--- src/rtl/lsu_ecc_scrub_wb.sv ---
`default_nettype none
// ============================================================================
// Module      : lsu_ecc_scrub_wb
// Description : DCCM ECC scrub writeback queue. Corrected words flagged by a
//               single-bit ECC error in dc3 are re-encoded with 39/32 SECDED
//               check bits and queued; a request/grant port drains the queue
//               into the DCCM write port in FIFO order.
//               Optional feature macro: RV_LSU_ECC_WB_COUNT_EN enables a
//               saturating 16-bit completed-writeback counter.
// Revision    : 1.0 - initial release
// ============================================================================
module lsu_ecc_scrub_wb #(
    parameter int WB_DEPTH        = 4,
    parameter int DCCM_DATA_WIDTH = 32,
    parameter int DCCM_ECC_WIDTH  = 7,
    parameter int RV_DCCM_BITS    = 16
) (
    input  logic                       clk,
    input  logic                       rst_l,
    input  logic                       single_ecc_error_lo_dc3,
    input  logic                       single_ecc_error_hi_dc3,
    input  logic                       lsu_double_ecc_error_dc3,
    input  logic                       dec_tlu_core_ecc_disable,
    input  logic [RV_DCCM_BITS-1:0]    lsu_addr_dc3,
    input  logic [RV_DCCM_BITS-1:0]    end_addr_dc3,
    input  logic [DCCM_DATA_WIDTH-1:0] store_ecc_datafn_lo_dc3,
    input  logic [DCCM_DATA_WIDTH-1:0] store_ecc_datafn_hi_dc3,
    input  logic                       ecc_wb_gnt,
    output logic                       ecc_wb_req,
    output logic [RV_DCCM_BITS-1:0]    ecc_wb_addr,
    output logic [DCCM_DATA_WIDTH-1:0] ecc_wb_data,
    output logic [DCCM_ECC_WIDTH-1:0]  ecc_wb_ecc,
    output logic                       ecc_wb_busy,
    output logic                       ecc_wb_overflow,
    output logic [15:0]                ecc_wb_count
);

    localparam int PTR_W = $clog2(WB_DEPTH);
    localparam int CNT_W = PTR_W + 1;
    localparam logic [CNT_W:0]          DEPTH_EXT   = (CNT_W + 1)'(WB_DEPTH);
    localparam logic [CNT_W:0]          ONE_EXT     = (CNT_W + 1)'(1);
    localparam logic [CNT_W-1:0]        BUSY_THRESH = CNT_W'(WB_DEPTH - 2);
    localparam logic [RV_DCCM_BITS-1:0] ADDR_MASK   = ~(RV_DCCM_BITS'(3));

    typedef enum logic [0:0] {
        IDLE = 1'b0,
        REQ  = 1'b1
    } state_t;

    state_t state, state_next;

    logic [RV_DCCM_BITS-1:0]    q_addr [WB_DEPTH];
    logic [DCCM_DATA_WIDTH-1:0] q_data [WB_DEPTH];
    logic [DCCM_ECC_WIDTH-1:0]  q_ecc  [WB_DEPTH];

    logic [PTR_W-1:0] rd_ptr, wr_ptr, wr_ptr_hi;
    logic [CNT_W-1:0] count, count_next;
    logic [CNT_W:0]   free_slots;
    logic [1:0]       n_acc;
    logic             enq_ok, push_lo, push_hi, acc_lo, acc_hi, dropped, pop;
    logic [RV_DCCM_BITS-1:0]   addr_lo, addr_hi;
    logic [DCCM_ECC_WIDTH-1:0] ecc_lo, ecc_hi;

    // Hamming SECDED: data bits occupy the non-power-of-two codeword positions
    // starting at 3; check bit k is the parity of positions with bit k set and
    // the top check bit is overall parity of data plus the Hamming bits.
    function automatic logic [DCCM_ECC_WIDTH-1:0] secded_encode(
        input logic [DCCM_DATA_WIDTH-1:0] din
    );
        logic [DCCM_ECC_WIDTH-1:0] ecc;
        int pos;
        ecc = '0;
        pos = 3;
        for (int i = 0; i < DCCM_DATA_WIDTH; i++) begin
            for (int k = 0; k < DCCM_ECC_WIDTH - 1; k++) begin
                if (pos[k]) ecc[k] = ecc[k] ^ din[i];
            end
            pos = pos + 1;
            if ((pos & (pos - 1)) == 0) pos = pos + 1;
        end
        ecc[DCCM_ECC_WIDTH-1] = (^din) ^ (^ecc[DCCM_ECC_WIDTH-2:0]);
        return ecc;
    endfunction

    assign enq_ok  = ~lsu_double_ecc_error_dc3 & ~dec_tlu_core_ecc_disable;
    assign push_lo = enq_ok & single_ecc_error_lo_dc3;
    assign push_hi = enq_ok & single_ecc_error_hi_dc3;
    assign addr_lo = lsu_addr_dc3 & ADDR_MASK;
    assign addr_hi = end_addr_dc3 & ADDR_MASK;
    assign ecc_lo  = secded_encode(store_ecc_datafn_lo_dc3);
    assign ecc_hi  = secded_encode(store_ecc_datafn_hi_dc3);

    assign ecc_wb_req = (state == REQ);
    assign pop        = ecc_wb_req & ecc_wb_gnt;

    // A slot freed by this cycle's pop is reusable by this cycle's enqueue;
    // the lo entry claims space first so a lone free slot goes to it.
    always_comb begin
        free_slots = DEPTH_EXT - {1'b0, count} + {{CNT_W{1'b0}}, pop};
        acc_lo     = push_lo & (free_slots != '0);
        acc_hi     = push_hi & (acc_lo ? (free_slots > ONE_EXT) : (free_slots != '0));
        dropped    = (push_lo & ~acc_lo) | (push_hi & ~acc_hi);
        n_acc      = {1'b0, acc_lo} + {1'b0, acc_hi};
        wr_ptr_hi  = wr_ptr + PTR_W'(acc_lo);
        count_next = count + CNT_W'(n_acc) - CNT_W'(pop);
    end

    // Entry storage; contents are only observable through the gated outputs.
    always_ff @(posedge clk) begin
        if (acc_lo) begin
            q_addr[wr_ptr] <= addr_lo;
            q_data[wr_ptr] <= store_ecc_datafn_lo_dc3;
            q_ecc[wr_ptr]  <= ecc_lo;
        end
        if (acc_hi) begin
            q_addr[wr_ptr_hi] <= addr_hi;
            q_data[wr_ptr_hi] <= store_ecc_datafn_hi_dc3;
            q_ecc[wr_ptr_hi]  <= ecc_hi;
        end
    end

    // Queue pointers, occupancy, FSM state and the registered overflow pulse.
    always_ff @(posedge clk or negedge rst_l) begin
        if (!rst_l) begin
            state           <= IDLE;
            rd_ptr          <= '0;
            wr_ptr          <= '0;
            count           <= '0;
            ecc_wb_overflow <= 1'b0;
        end else begin
            state           <= state_next;
            if (pop) rd_ptr <= rd_ptr + PTR_W'(1);
            wr_ptr          <= wr_ptr + PTR_W'(n_acc);
            count           <= count_next;
            ecc_wb_overflow <= dropped;
        end
    end

    // Requesting whenever the queue will hold an entry, so an enqueue into an
    // empty queue raises the request on the very next cycle.
    always_comb begin
        state_next = state;
        case (state)
            IDLE:    if (count_next != '0) state_next = REQ;
            REQ:     if (count_next == '0) state_next = IDLE;
            default: state_next = IDLE;
        endcase
    end

    // Head entry is presented only while requesting, which also zeroes it in reset.
    always_comb begin
        ecc_wb_addr = '0;
        ecc_wb_data = '0;
        ecc_wb_ecc  = '0;
        if (ecc_wb_req) begin
            ecc_wb_addr = q_addr[rd_ptr];
            ecc_wb_data = q_data[rd_ptr];
            ecc_wb_ecc  = q_ecc[rd_ptr];
        end
    end

    assign ecc_wb_busy = (count > BUSY_THRESH);

`ifdef RV_LSU_ECC_WB_COUNT_EN
    logic [15:0] wb_count;

    // Saturating count of completed writebacks.
    always_ff @(posedge clk or negedge rst_l) begin
        if (!rst_l) begin
            wb_count <= 16'h0000;
        end else if (pop && (wb_count != 16'hFFFF)) begin
            wb_count <= wb_count + 16'd1;
        end
    end

    assign ecc_wb_count = wb_count;
`else
    assign ecc_wb_count = 16'h0000;
`endif

endmodule
`default_nettype wire

--- config.mk ---
export PLATFORM = sky130hd
export DESIGN_NAME = lsu_ecc_scrub_wb
export DESIGN_NICKNAME = d
export VERILOG_FILES = /design/src/rtl/lsu_ecc_scrub_wb.sv
export SDC_FILE = /design/constraint.sdc
export NUM_CORES = 1
export LEC_CHECK = 0
export CAP_MARGIN = 5
export CORE_ASPECT_RATIO = 1.1
export CORE_MARGIN = 4
export CORE_UTILIZATION = 45
export DETAILED_ROUTE_END_ITERATION = 8
export PLACE_DENSITY = 0.82
export REMOVE_ABC_BUFFERS = 1
export SLEW_MARGIN = 20
export SYNTH_ARGS = -nofsm -noshare
export SYNTH_HDL_FRONTEND = slang
export SYNTH_SLANG_ARGS = --single-unit
--- constraint.sdc ---
create_clock -name clk -period 6 [get_ports clk]
set_input_delay 1.2 -clock clk [delete_from_list [all_inputs] [get_ports clk]]
set_output_delay 1.2 -clock clk [all_outputs]
set_load 0.02 [all_outputs]
Word level (Yosys, flattened, before mapping)
Memories as Yosys holds them, arrays and structs flattened.
Index checks and enable logic that the tools add are counted.
{"block": "classes", "n_addsub": 8, "n_mul": 0, "div_mod_pow": 0, "n_lt_le_gt_ge": 2, "eq_ne": 0, "shifts": 0, "n_mux": 11, "bitwise_logic": 184, "reduce_logical": 7}
{"operator": "$xor A1 B1 Y1", "count": 170}
{"operator": "$reduce_xor A32 Y1", "count": 2}
{"operator": "$mux W32", "count": 1}
{"operator": "$mux W16", "count": 1}
{"operator": "$reduce_xor A6 Y1", "count": 2}
{"operator": "$and A1 B1 Y1", "count": 8}
{"operator": "$mux W1", "count": 7}
{"operator": "$mux W7", "count": 1}
{"operator": "$not A1 Y1", "count": 5}
{"operator": "$add A4 B1 Y4", "count": 1}
{"operator": "$gt A4 B1 Y1 const B", "count": 1}
{"operator": "$reduce_bool A4 Y1", "count": 1}
{"operator": "$sub A3 B3 Y4 const A", "count": 1}
{"operator": "$add A3 B2 Y3", "count": 1}
{"operator": "$gt A3 B2 Y1 const B", "count": 1}
{"operator": "$logic_not A3 Y1", "count": 1}
{"operator": "$reduce_bool A3 Y1", "count": 1}
{"operator": "$sub A3 B1 Y3", "count": 1}
{"operator": "$add A1 B1 Y2", "count": 1}
{"operator": "$add A2 B1 Y2", "count": 1}
{"operator": "$add A2 B1 Y2 const B", "count": 1}
{"operator": "$add A2 B2 Y2", "count": 1}
{"operator": "$pmux W1 S2", "count": 1}
{"operator": "$or A1 B1 Y1", "count": 1}
{"block": "word_totals", "regBits": 9, "latchBits": 0, "mem_bits_rw": 212, "mem_bits_ro": 0, "inputBits": 103, "word_cells": 220, "mem_count": 3}
{"name": "q_data", "depth": 4, "word_bits": 32, "rd": 1, "rd_ports_with_merged_regs": 0, "write_ports": 2, "line_no": "53", "source": "logic [DCCM_DATA_WIDTH-1:0] q_data [WB_DEPTH];"}
{"name": "q_addr", "depth": 4, "word_bits": 14, "rd": 1, "rd_ports_with_merged_regs": 0, "write_ports": 2, "line_no": "52", "source": "logic [RV_DCCM_BITS-1:0] q_addr [WB_DEPTH];"}
{"name": "q_ecc", "depth": 4, "word_bits": 7, "rd": 1, "rd_ports_with_merged_regs": 0, "write_ports": 2, "line_no": "54", "source": "logic [DCCM_ECC_WIDTH-1:0] q_ecc [WB_DEPTH];"}

Longest topological paths before layout
{"block": "depth", "depth_word": 19, "mapped_depth": 17, "mapped_depth_nobuf": 17}

Least setup slack after synthesis
OpenSTA, ideal clock, no wires.
{"block": "synth_timing", "kind": "input -> register", "start": "in ecc_wb_gnt", "end": "mem q_addr[1][0] (netlist name), enable pin", "setup_time_ns": 0.537, "t_arrival_ns": 6.120, "t_required_ns": 5.463, "slack_ns": -0.657, "stages": 10, "path_buffers": 0, "path_cell_list": "nand2_1 -> ha_1 -> inv_1 -> ha_1 -> nor4bb_1 -> o21bai_1 -> inv_1 -> a21oi_1 -> nand2b_1 -> o21ai_0"}
{"element": "start, declared", "line_no": "28", "source": "input logic ecc_wb_gnt,"}
{"element": "end, declared", "line_no": "52"}

Worst setup path in the final report
{"block": "layout_timing", "start": "in ecc_wb_gnt", "end": "reg state, in the netlist ecc_wb_req"}
{"block": "layout_between", "elab_chain_len": 12, "elab_cells_between_ends": 15, "classes_between": "4 x add/sub; 1 x order compare; 4 x mux; 3 x bitwise; 3 x reduce/logical"}
{"element": "$and A1 B1 Y1 *", "line_no": "94", "source": "assign pop = ecc_wb_req & ecc_wb_gnt;"}
{"element": "parallel branches: the longest is 7 deep, another holds $add A4 B1 Y4"}
{"element": "$sub A3 B1 Y3 *", "line_no": "105", "source": "count_next = count + CNT_W'(n_acc) - CNT_W'(pop);"}
{"element": "named net count_next[2]", "line_no": "57", "source": "logic [CNT_W-1:0] count, count_next;"}
{"element": "$logic_not A3 Y1 / $reduce_bool A3 Y1 (equally long branches)", "line_no": "145, 144"}
{"element": "$mux W1, on equally long branches", "line_no": "145, 144"}
{"element": "$pmux W1 S2 *", "line_no": "143", "source": "case (state)"}
{"element": "named net state_next", "line_no": "50", "source": "state_t state, state_next;"}
{"element": "end signal, assigned", "line_no": "131", "source": "state <= state_next;"}
{"element": "end, declared", "line_no": "50"}
Mark *: on every way through the listed nets, which the timed path passes.
A chain may end at the register's enable or synchronous reset.

==> results.yml <==
run_status:
  outcome: "finished clean"
min_path:
  min_from: "count[2]"
  min_delay_worst_endpoint: "count[2]"
  min_path_cells: 1
  hp-class: "flip-flop to flip-flop"
detailed_routing:
  post_drt_wl_per_cell_um: 20.5
  route.top_layer_used: "met5"
  route.detailed.drc: 0
  drt_first_iter_violations: 930
  wl_met2_um: 18000
  ant_nets: 0
  wirelength_um: 34600
  met1Wirelength_um: 12600
  route.met3.wl_um: 2980
  post_drt_via_cell_ratio: 5.44
  vias: 9192
  dr.pass1.iters: 5
setup_path:
  worstReg2RegEnd: "ecc_wb_req"
  cp_slowest_stage_delay_ps: 450
  crit_type: "input pin to flip-flop"
  reg2reg_from: "ecc_wb_req"
  cp_top_family: "adder cells"
  worstPathRequired_ps: 6390
  slowest_stage: "clkdlybuf4s50_1"
  startpoint_type: "input pin"
  crit_chain: "clkdlybuf4s50_1 -> nand2_1 -> ha_1 -> inv_1 -> ha_1 -> nor4bb_1 -> o21bai_1 -> o211ai_1 -> inv_1 -> ha_1 -> inv_1 -> ha_1 -> inv_1 -> ha_1 -> fa_1 -> xnor2_1 -> xnor2_1 -> or3_1"
  reg2reg_depth: 18
  cpMostUsedCell: "ha_1"
  crit_arrival_ps: 5190
  crit_buf_inv: 5
  reg2reg_slack_ps: 1390
  end_kind: "flip-flop"
  cp_max_fo: 5
synthesis:
  synthCells: 1212
  ys_warn_count: 0
  yosysTopAreaCellShare_pct: 50.4
  syn_area_um2: 12600
  synth_flop_cell: "edfxtp_1"
  synth_area_leaders: "edfxtp_1, nand2_1, mux4_2"
  synthArstFlopShare_pct: 4.07
  ys_types: 34
  synth-edff-count: 212
  synth_seq_cells: 221
  yosys.area.top_type: "edfxtp_1"
  seq_area_frac_synth_pct: 52.2
  avgSynthCellArea_um2: 10.4
power_and_ir_drop:
  powerDensity_nw_per_um2: 430
  p_leak_nw: 6.06
  peakVddDrop_v: 0.000308
sta:
  skew_ps: 5.90
  finalHoldViolations: 0
  setup_viol_count_final: 0
  worst-slew-pin-transition_ps: 1110
  maxSlewViolCount: 0
  slew_headroom_pct: 25.6
  holdWs_ps: 550
  rsz0062_at_grt: "no"
  clock.fmax_mhz: 208
  period_minus_slack_ps: 4800
  period_share_pct: 80.0
  fin_ws_ps: 1200
clocking:
  clockBufferDepth: 3
  cts_hold_buf: 0
  clk_latency_ps: 510
  root_buffer: "clkbuf_16"
  cts_setup_buffers: 0
  cts_made_buffers: 24
  cts.reportedPaths.clkPinSlew_ps: 50
  cts_sinks: 221
  cts_tree: "done"
  cts-resized-gates: 0
  h-tree-depth: 1
placement:
  hpwl_um: 21800
  gp_congestion: 0.799
  pre_cts_slack_ps: 674
  port_buffers: 154
finish:
  area_growth_pct: 20.3
  fill_cells: 2344
  regArea_um2: 6600
  num-nets-final: 1424
  multiInputGateArea_um2: 5590
  drive_above_1_share_pct: 9.36
floorplan:
  coreArea_um2: 27700
  die_h_um: 184
  die_x_um: 168
  ios: 177
  die_area_um2: 30800
  start_util_pct: 45.6
  rows: 64
global_routing:
  grt_pass1_wl_um: 52900
  track_usage_pct: 22.0
  grt_pass1_vias: 9641
  overflow: 0
  antenna_found_initial: 4
  grt_max_degree: 57
flow_run:
  maxCapViolations: 0
## sequential cells by signal, indices dropped and copies added, names as in the netlist
register and cells:
ecc_wb_overflow 1, q_ecc 28, wr_ptr 2, ecc_wb_req 1
count 3, rd_ptr 2, q_addr 56, q_data 128
## layer usage
layer / GRT usage [%] / vias up
met5: 0 / -
met4: 6.62 / 6
met3: 3.55 / 80
met2: 40.1 / 485
met1: 26.9 / 4458
li1: - / 4163
## cell usage in the layout, fill, tap and decap left out, types with 7 or more instances in the layout
| cell type | instances |
|---|---|
| clkinv_1 | 7 |
| nor2_1 | 15 |
| xor2_1 | 15 |
| buf_4 | 15 |
| conb_1 | 18 |
| inv_1 | 11 |
| clkbuf_16 | 25 |
| ha_1 | 8 |
| mux4_2 | 53 |
| xnor2_1 | 83 |
| clkdlybuf4s50_1 | 154 |
| edfxtp_1 | 212 |
| a21oi_1 | 13 |
| and2_1 | 53 |
| o21ai_0 | 8 |
| mux2i_1 | 8 |
| nand2_1 | 564 |
| xnor3_1 | 16 |
## metrics by stage
stage / setup TNS, ps / cells / util (%) / area [um2] / total power [W]
after floorplan: -208870 / 1113 / - / 12200 / 0.00405
after global placement: 0 / 1649 / 52.0 / 14400 / 0.00502
after detailed placement: 0 / 1649 / 52.0 / 14400 / 0.00511
after global routing: 0 / 1689 / 54.8 / 15200 / 0.00683
after CTS: 0 / 1688 / 54.8 / 15200 / 0.00657
final: 0 / 1689 / 54.8 / 15200 / 0.00653
## how the worst max path moves through the flow
stage | start | end | slack [ps] | cells after the start
global placement | ecc_wb_gnt | ecc_wb_req | 790 | 18
finish | ecc_wb_gnt | ecc_wb_req | 1200 | 18
floorplan | ecc_wb_gnt | q_addr[3][0] | -1000 | 11
global route | ecc_wb_gnt | ecc_wb_req | 890 | 18
CTS | ecc_wb_gnt | ecc_wb_req | 1220 | 18
detailed placement | ecc_wb_gnt | ecc_wb_req | 670 | 18
## power by group
part / switching [W] / total (W) / leakage [nW] / internal, W
Clock: 0.000590 / 0.00147 / 0.367 / 0.000875
Combinational: 0.00141 / 0.00282 / 3.66 / 0.00141
Sequential: 0.000212 / 0.00224 / 2.03 / 0.00203
## cells by family after synthesis
kind of cell | Yosys count | synth area share (%)
simple gates | 644 | 20.4
xor+xnor | 120 | 10.5
fa+ha+maj | 10 | 1.03
other cells | 1 | 0.0297
buf+inv | 127 | 4.52
compound gates | 28 | 1.17
flops | 221 | 52.2
mux | 61 | 10.1
## area by class of cell
cell class,count,area share [%]
well taps,363,2.99
multi-input cells,881,36.8
clock inverters,13,0.898
flip-flops and latches,221,43.4
repair buffers,173,11.4
inverters,11,0.272
diodes,1,0.0165
clock buffers,26,4.14
## synth_stat cells, types with 9 or more instances
library cell,count
a21oi_1,13
and2_1,53
buf_1,14
buf_4,18
clkbuf_1,73
dfrtp_1,9
edfxtp_1,212
inv_1,11
mux4_2,53
nand2_1,564
nor2_1,15
o21ai_0,12
xnor2_1,83
xnor3_1,16
xor2_1,15
Note: power is estimated with default switching activity, not from simulation.
==> edit (same flow settings) <==
`DCCM_ECC_WIDTH`: 7 -> 14.
--- a/src/rtl/lsu_ecc_scrub_wb.sv
+++ b/src/rtl/lsu_ecc_scrub_wb.sv
@@ -12,7 +12,7 @@
 module lsu_ecc_scrub_wb #(
     parameter int WB_DEPTH        = 4,
     parameter int DCCM_DATA_WIDTH = 32,
-    parameter int DCCM_ECC_WIDTH  = 7,
+    parameter int DCCM_ECC_WIDTH  = 14,
     parameter int RV_DCCM_BITS    = 16
 ) (
     input  logic                       clk,
Ports: changed (resized ecc_wb_ecc); port bits go from 177 to 184. The function was not compared with the original's and may differ.
==> edit against the original RTL <==
Synthesized area is 0.16% lower; non-clock buffer count did not move; final area rose by 0.35%; die area fell by 0.15%; wire length decreased by 7.8%; sequential cell count stayed put; power down 0.64%; global-route usage down 1.7 points; setup slack better by 0.053 ns; critical endpoint is now q_ecc[0][0]; largest cell class unchanged; largest power group unchanged.
==> edit: results (changes against the original RTL) <==
[detailed_routing]
met2WireLength_um=16420  ; -8.8%
wl_per_cell_um=21.31  ; +4.0%
vias=8084  ; -12%
detail_route.iter0.violations=863  ; -7.2%
met1_length_um=12310  ; -2.1%
routed_via_density=5.397  ; -0.84%

[clock_tree]
cts-buffers-inserted=22  ; -8.3%

[final_layout]
multi_input_area_um2=5689  ; +1.7%
nFillCells=2177  ; -7.1%
synthToLayoutAreaGrowth_pct=20.95
num-nets-final=1237  ; -13%
clockNetworkAreaShare=0.04712  ; -0.003294

[synthesis]
seq_area_frac_synth=0.5231  ; +0.0008297
ys_top_cells_by_area=edfxtp_1 51%, mux4_2 9.5%, nand2_1 8.4%

[sta]
whs_ns=0.5644  ; +0.01484 ns
setup_slack_ns=1.254  ; +0.05343 ns
slew_headroom=0.3306  ; +0.07476
fin_skew_ns=0.004918  ; -0.0009790 ns

[power]
clockPowerShare=0.215  ; -0.009
p_leak_nw=5.683  ; -6.2%
pwr-share-comb=0.442  ; +0.010
p_per_area_nw_per_um2=425.8  ; -0.98%

[setup_path]
slowest_delay_ns=0.51  ; +0.06 ns
cp_slowest_cell=or3_2
reg2reg_slack_ns=1.58  ; +0.19 ns
cp_max_fo=30  ; +25
path_delay_family=buffers and inverters

[floorplan]
dieArea_um2=30750  ; -0.15%

[global_routing]
grt_pass1_vias=8590  ; -11%
grt_pass1_wl_um=48970  ; -7.4%

[placement]
hpwl_um=20910  ; -4.0%
placed_cells=1457  ; -12%

[outcome]
status=completed

edit: changes by cell type after synthesis, moves of 7 or more:
cell      before  now
buf_4         18   25
buf_1         14    7
nand2_1      564  281
mux2_2         0   92
o21ai_0       12    4
clkbuf_1      73   47
edit: cells by family after synthesis:
logic type / share of synthesized area
AND/OR/NAND/NOR: 0.1196
XOR/XNOR: 0.1118
multiplexers: 0.1881
flip-flops: 0.5231
other: 0.0002976
AO/OA/AOI/OAI: 0.009930
adder cells (fa/ha/maj): 0.01033
buffers and inverters: 0.03694
edit: final timing paths:
check | to | cells after the start
max reg2reg | q_ecc[0][0] | 14
min | count[2] | 1
min in group asynchronous | count[0] | 1
min reg2reg | count[2] | 1
max | q_ecc[0][0] | 14
max in group asynchronous | rd_ptr[0] | 1
edit: per-layer routing:
layer	up-vias	track usage
li1	3707	-
met1	4004	0.2491
met2	312	0.3614
met3	59	0.04452
met4	2	0.05909
met5	-	0
